--- src/rtl/dcache_dm.sv ---
// dcache_dm: direct-mapped, write-back, write-allocate data cache with 8 lines of 4 words.
// Ports: clk/rst_n (async active-low); proc_* is the processor side, which holds a request
// stable while proc_stall is high; mem_* is the slow-memory side, with block-wide transfers
// and a one-cycle mem_ready completion pulse.
module dcache_dm (
  input  logic         clk,
  input  logic         rst_n,
  input  logic         proc_read,
  input  logic         proc_write,
  input  logic [29:0]  proc_addr,
  input  logic [31:0]  proc_wdata,
  output logic [31:0]  proc_rdata,
  output logic         proc_stall,
  output logic         mem_read,
  output logic         mem_write,
  output logic [27:0]  mem_addr,
  output logic [127:0] mem_wdata,
  input  logic [127:0] mem_rdata,
  input  logic         mem_ready
);
  typedef enum logic [1:0] {IDLE, WRITEBACK, ALLOCATE} state_t;
  state_t state;
  logic [7:0] valid, dirty;
  logic [24:0] tags [8];
  logic [127:0] data [8];
  logic req, hit;
  logic [2:0] idx;
  logic [6:0] sel;
  assign req = proc_read | proc_write;
  assign idx = proc_addr[4:2];
  assign sel = {proc_addr[1:0], 5'd0};
  // Hit only counts in IDLE; valid gating keeps the unreset tag array from leaking X.
  assign hit = req & (state == IDLE) & valid[idx] & (tags[idx] == proc_addr[29:5]);
  assign proc_rdata = hit ? data[idx][sel +: 32] : 32'd0;
  assign proc_stall = (state != IDLE) | (req & ~hit);
  assign mem_addr = (state == WRITEBACK) ? {tags[idx], idx} : proc_addr[29:2];
  assign mem_wdata = mem_write ? data[idx] : 128'd0;
  always_ff @(posedge clk or negedge rst_n) begin
    if (!rst_n) begin
      state <= IDLE;
      valid <= '0;
      dirty <= '0;
      mem_read <= 1'b0;
      mem_write <= 1'b0;
    end else begin
      case (state)
        IDLE: begin
          if (req & ~hit) begin
            if (valid[idx] & dirty[idx]) begin
              state <= WRITEBACK;
              mem_write <= 1'b1;
            end else begin
              state <= ALLOCATE;
              mem_read <= 1'b1;
            end
          end else if (hit & proc_write) begin
            dirty[idx] <= 1'b1;
          end
        end
        WRITEBACK: if (mem_ready) begin
          state <= ALLOCATE;
          mem_write <= 1'b0;
          mem_read <= 1'b1;
        end
        ALLOCATE: if (mem_ready) begin
          state <= IDLE;
          mem_read <= 1'b0;
          valid[idx] <= 1'b1;
          dirty[idx] <= 1'b0;
        end
        default: state <= IDLE;
      endcase
    end
  end
  // Arrays carry no reset; reset forces IDLE with valid cleared, so neither write condition can fire.
  always_ff @(posedge clk) begin
    if (state == ALLOCATE && mem_ready) begin
      data[idx] <= mem_rdata;
      tags[idx] <= proc_addr[29:5];
    end else if (hit & proc_write) begin
      data[idx][sel +: 32] <= proc_wdata;
    end
  end
endmodule

--- config.mk ---
export PLATFORM = sky130hd
export DESIGN_NAME = dcache_dm
export DESIGN_NICKNAME = d
export VERILOG_FILES = /design/src/rtl/dcache_dm.sv
export SDC_FILE = /design/constraint.sdc
export NUM_CORES = 1
export LEC_CHECK = 0
export CORE_ASPECT_RATIO = 0.6
export CORE_UTILIZATION = 30
export CTS_CLUSTER_SIZE = 30
export DETAILED_ROUTE_END_ITERATION = 6
export HOLD_SLACK_MARGIN = 0.08
export PLACE_DENSITY = 0.47
export SETUP_SLACK_MARGIN = 0.1
export SYNTH_ARGS = -nofsm -noshare
export SYNTH_HDL_FRONTEND = slang
export SYNTH_SLANG_ARGS = --single-unit
--- constraint.sdc ---
create_clock -name clk -period 5 [get_ports clk]
set_clock_uncertainty 0.15 [all_clocks]
set_input_delay 1 -clock clk [delete_from_list [all_inputs] [get_ports clk]]
set_output_delay 1 -clock clk [all_outputs]
set_load 0.01 [all_outputs]
# Word level (Yosys, flattened, before mapping)
# Memories as Yosys holds them, arrays and structs flattened.
# Index checks and enable logic that the tools add are counted.
# op_classes
eq_ne	10
n_bitwise	141
reduce_logical	12
mux	159
n_addsub	1
order_cmp	2
shift	3
# op_table
operator	count
128-bit 2-to-1 mux	2
1-bit 2-to-1 mux	141
1-bit bitwise OR	130
32-bit by 9-bit variable shift with 128-bit output (first input constant)	1
128-bit by 8-bit indexed part select with 32-bit output	1
32-bit by 9-bit indexed part select with 128-bit output	1
32-bit 2-to-1 mux	1
28-bit 2-to-1 mux	1
25-bit equality test	1
8-bit 2-to-1 mux	3
8-bit bitwise OR	2
8-bit case mux with 2 select lines	1
7-bit negation with 9-bit output	1
8-bit AND	1
2-bit 2-to-1 mux	4
2-bit != test (second input constant)	4
8-bit inverter	1
4-bit AND reduction	2
1-bit AND	6
1-bit binary-select mux with 3-bit select	2
2-bit by 1-bit != test with 1-bit output (second input constant)	3
2-bit case mux with 3 select lines	1
2-bit nonzero test	3
5-bit AND reduction	1
other kinds (13)	14
# totals
input_bits	195
output_inout_bits	191
regBits	20
wordCells	335
mem_count	2
mem_bits_rw	1224
# mem_list
memory	words	width	read_ports	rd_clocked_by_memory_dff	wr	line_no	source
data	8	128	1	0	1	25	logic [127:0] data [8];
tags	8	25	1	0	1	24	logic [24:0] tags [8];

# Logic depth before layout (Yosys ltp)
# logic_depth
ltp_word	9
ltp_mapped	14

# Worst setup path after synthesis
# No wires, ideal clock.
# synth_path
path_kind	input -> register
from	in proc_addr[4]
to	mem tags[3][0] (enable)
arrival_time_ps	4355
n_path_buf	9
stages	10
path_slack_ps	53
cell_sequence	buf_2 > buf_6 > buf_4 > buf_6 > buf_2 > buf_4 > buf_2 > buf_2 > buf_2 > nor3_1
# synth_rtl
item	line_no	source
from (decl)	10	input logic [29:0] proc_addr,
to (decl)	24	
# No word-level cell before the write port.

# Worst setup path in the final report
# layout_path
from	in proc_addr[3]
to	out mem_wdata[117]
# layout_via
elab_chain_len	2
# layout_lines
item	line_no	source
memory read 8 x 128 bit	--	
128-bit 2-to-1 mux	37	assign mem_wdata = mem_write ? data[idx] : 128'd0;
to (decl)	17	output logic [127:0] mem_wdata,
# Every way passes these cells.

==> impl_metrics.tcl <==
set metrics [dict create \
    status "complete, no violations" \
    post-route-period-util_pct 97.7 \
    pin_count_of_the_biggest_net_entering_global_routing 68 \
    achievable-frequency_ghz 0.205 \
    cap_viol_max_count 0 \
    hp-class "flop to flop" \
    netlist-cell-type-count 57 \
    final_design_area_excluding_fillers_um2 67800 \
    final-seq-area_um2 37300 \
    detailroute.via_count 34000 \
    critical_path_arrival_ps 3740 \
    detail-route-antenna-nets 0 \
    power_frac_comb_pct 10.0 \
    gp_congestion 0.826 \
    wl_um 194000 \
    cts-root-to-sink-buffers 3 \
    timing.max_slew.rel_slack_pct 37.5 \
    area_of_the_die_um2 172000 \
    placedInstanceArea_um2 63400 \
    drt_iter0_markers 4092 \
    synthCells 3235 \
    yosys_most_used_dff "sky130_fd_sc_hd__edfxtp_1" \
    die-height_um 322 \
    clkTransAtPathRegs_ps 60 \
    worst-slew-pin-transition_ps 937 \
    crit_required_ps 3850 \
    share_clk_of_total_power_pct 39.0 \
    synth_seq_cells 1244 \
    drt_pass1_iterations 5 \
    minimum_setup_slack_after_placement_ps -908 \
    design.core.area_um2 168000 \
    cts-htree-levels 3 \
    layout.cells.most_common "sky130_fd_sc_hd__edfxtp_1" \
    first_global_vias 32300 \
    grt_setup_unrepaired "true" \
    layout.core_utilization_pct 40.4 \
    syn2layout_area_growth_pct 32.7 \
    multi_input_comb_area_um2 12700 \
    hpwl_um 133000 \
    global_route.overflow_total 0 \
    initial_util_pct 30.4 \
    cts_num_sinks 1244 \
    layout_setup_ws_ps 114 \
    top_level_i_o_count 386 \
    cts_tree "yes" \
    areal_power_density_over_the_cells_nw_per_um2 338 \
    net_switching_power_mw 5.41 \
    post-route-drc-count 0 \
    synth.yosys.seq_area_share_pct 72.9 \
    clk-insertion-delay-late_ps 780 \
    leakagePower_nw 23.0 \
    mappedNetlistArea_um2 51100 \
    final_cell_mix "sky130_fd_sc_hd__edfxtp_1, sky130_fd_sc_hd__buf_4, sky130_fd_sc_hd__clkdlybuf4s50_1, sky130_fd_sc_hd__mux2i_1, sky130_fd_sc_hd__nand2_1" \
    ctsRootBufferMaster "sky130_fd_sc_hd__clkbuf_16" \
    setup.worst_path.end_class "output port" \
    timing_max_transition_violations_final 0 \
    drt_via_density 5.21 \
    io_buffer_count 385 \
    std_cell_rows 116 \
    power.share.sequential_pct 51.0 \
    die_width_um 535 \
    power.share.switching_pct 23.6 \
    setup_viol 0 \
    hold_viol 0 \
    grt_use_total_pct 22.0 \
    global_route_wire_length_before_repair_um 264000 \
    detail_route.wl_per_cell_um 29.8 \
    synth-edff-count 1224 \
    synth.avg_cell_area_um2 15.8 \
    p_int_mw 17.5 \
    fillCellCount 15400 \
    drive_above_1_share_pct 25.2 \
    kind_of_start_point_of_the_critical_path "primary input" \
    synthArstFlopShare_pct 1.61 \
    place.detailed.instances 6275 \
    yosys_warnings 0 \
    maximum_net_fanout_on_the_critical_path 10 \
    finalWorstPathRequiredPeriod_ps 4890 \
    criticalPathCategory "primary input to output port" \
    synth_fp_nets 3435 \
    antenna_found_initial 10 \
    post_layout_nonfiller_instances 6520 \
    number_of_buffers_added_by_the_clock_tree_synthesis_step 117 \
    nets 4372 \
    ir_drop_v 0.000278 \
    finalSetupTns_ps 0 \
]
state kept, by name (all words and copies together) (netlist names), named ones only:
| signal | flops |
|---|---|
| data | 1024 |
| tags | 200 |
| state | 2 |
| mem_read | 1 |
| mem_write | 1 |
| valid | 8 |
path summary, 6_finish.rpt:
kind	start	end	slack [ps]	cells past startpoint
max in group asynchronous	rst_n	mem_write$_DFFE_PN0P_	3990	2
min in group asynchronous	rst_n	async pin	440	2
setup reg to reg	tags[2][17]$_DFFE_PP_	data[5][85]$_DFFE_PP_	540	16
setup / recovery	proc_addr[3]	mem_wdata[117]	110	14
hold reg to reg	valid[7]$_DFFE_PN0P_	valid[7]$_DFFE_PN0P_	310	1
hold / removal	valid[7]$_DFFE_PN0P_	valid[7]$_DFFE_PN0P_	310	1
worst max-delay path, cell delays in order:
cell and delay [ps]:
sky130_fd_sc_hd__buf_16 130, sky130_fd_sc_hd__buf_6 120, sky130_fd_sc_hd__or2_4 290, sky130_fd_sc_hd__buf_12 160, sky130_fd_sc_hd__buf_4 160, sky130_fd_sc_hd__nor2_4 100, sky130_fd_sc_hd__buf_12 170, sky130_fd_sc_hd__buf_12 160
sky130_fd_sc_hd__buf_4 150, sky130_fd_sc_hd__a22oi_1 90, sky130_fd_sc_hd__and4_2 300, sky130_fd_sc_hd__buf_4 170, sky130_fd_sc_hd__nor2b_1 130, sky130_fd_sc_hd__clkdlybuf4s50_1 560
power groups by stage:
stage	clock network [mW]	registers, mW	logic (mW)
6_report	8.94	11.7	2.28
5_1_grt	9.46	11.7	2.39
4_1_cts	9.06	11.7	2.25
3_5_place_dp	0	11.9	2.20
3_3_place_gp	0	11.9	2.20
2_1_floorplan	0	11.9	0.825
layout make-up:
| type | count | share of cell area, % |
|---|---|---|
| tap | 2242 | 4.14 |
| multi-input combinational | 1646 | 18.8 |
| timing repair buffer | 1028 | 15.8 |
| clock buffer | 146 | 4.57 |
| clock inverter | 73 | 1.01 |
| antenna | 6 | 0.0222 |
| sequential | 1244 | 55.0 |
| inverter | 135 | 0.749 |
cell usage after synthesis (all sizes together) (76+ instances only):
cell / instances / area share [%]
a21oi: 91 / 0.89
a221oi: 108 / 1.9
a22oi: 207 / 3.1
buf: 76 / 1.0
clkbuf: 134 / 0.99
edfxtp: 1224 / 72
inv: 133 / 0.98
mux2: 91 / 2.0
mux2i: 244 / 4.8
nand2: 222 / 1.6
nor2: 109 / 0.86
nor2b: 127 / 1.6
o21ai: 78 / 0.79
stage by stage:
step / hold slack, ps / total power, mW
floorplan: 284 / 12.7
global placement: 295 / 14.1
detailed placement: 298 / 14.1
CTS: 314 / 23.0
global route: 323 / 23.5
finish: 314 / 22.9
timing repair:
item                       CTS  global route
resized for setup          109            43
setup buffers                8             4
cloned                       5             3
hold buffers                 0             0
setup endpoints to repair   44            37
pin swaps                   11            14
cell families (layout without fill, tap and decap cells):
logic type,count (synthesis),after routing,share of synthesized area [%]
buffers and inverters,345,1382,2.99
XOR/XNOR,7,7,0.120
AO/OA/AOI/OAI,638,638,8.96
other,0,6,0
adder cells (fa/ha/maj),5,5,0.122
flip-flops,1244,1244,72.9
multiplexers,380,380,8.77
AND/OR/NAND/NOR,616,616,6.12
metal layers:
layer | wire (um) | GRT usage (%) | up-vias | part of all wire (%)
met3 | 16400 | 4.53 | 186 | 8.4
met5 | 20 | 0 | - | 0.010
met2 | 81800 | 31.4 | 1480 | 42
li1 | - | - | 14500 | -
met4 | 3360 | 4.49 | 2 | 1.7
met1 | 92700 | 34.1 | 17800 | 48
(Power assumes the default switching activity.)
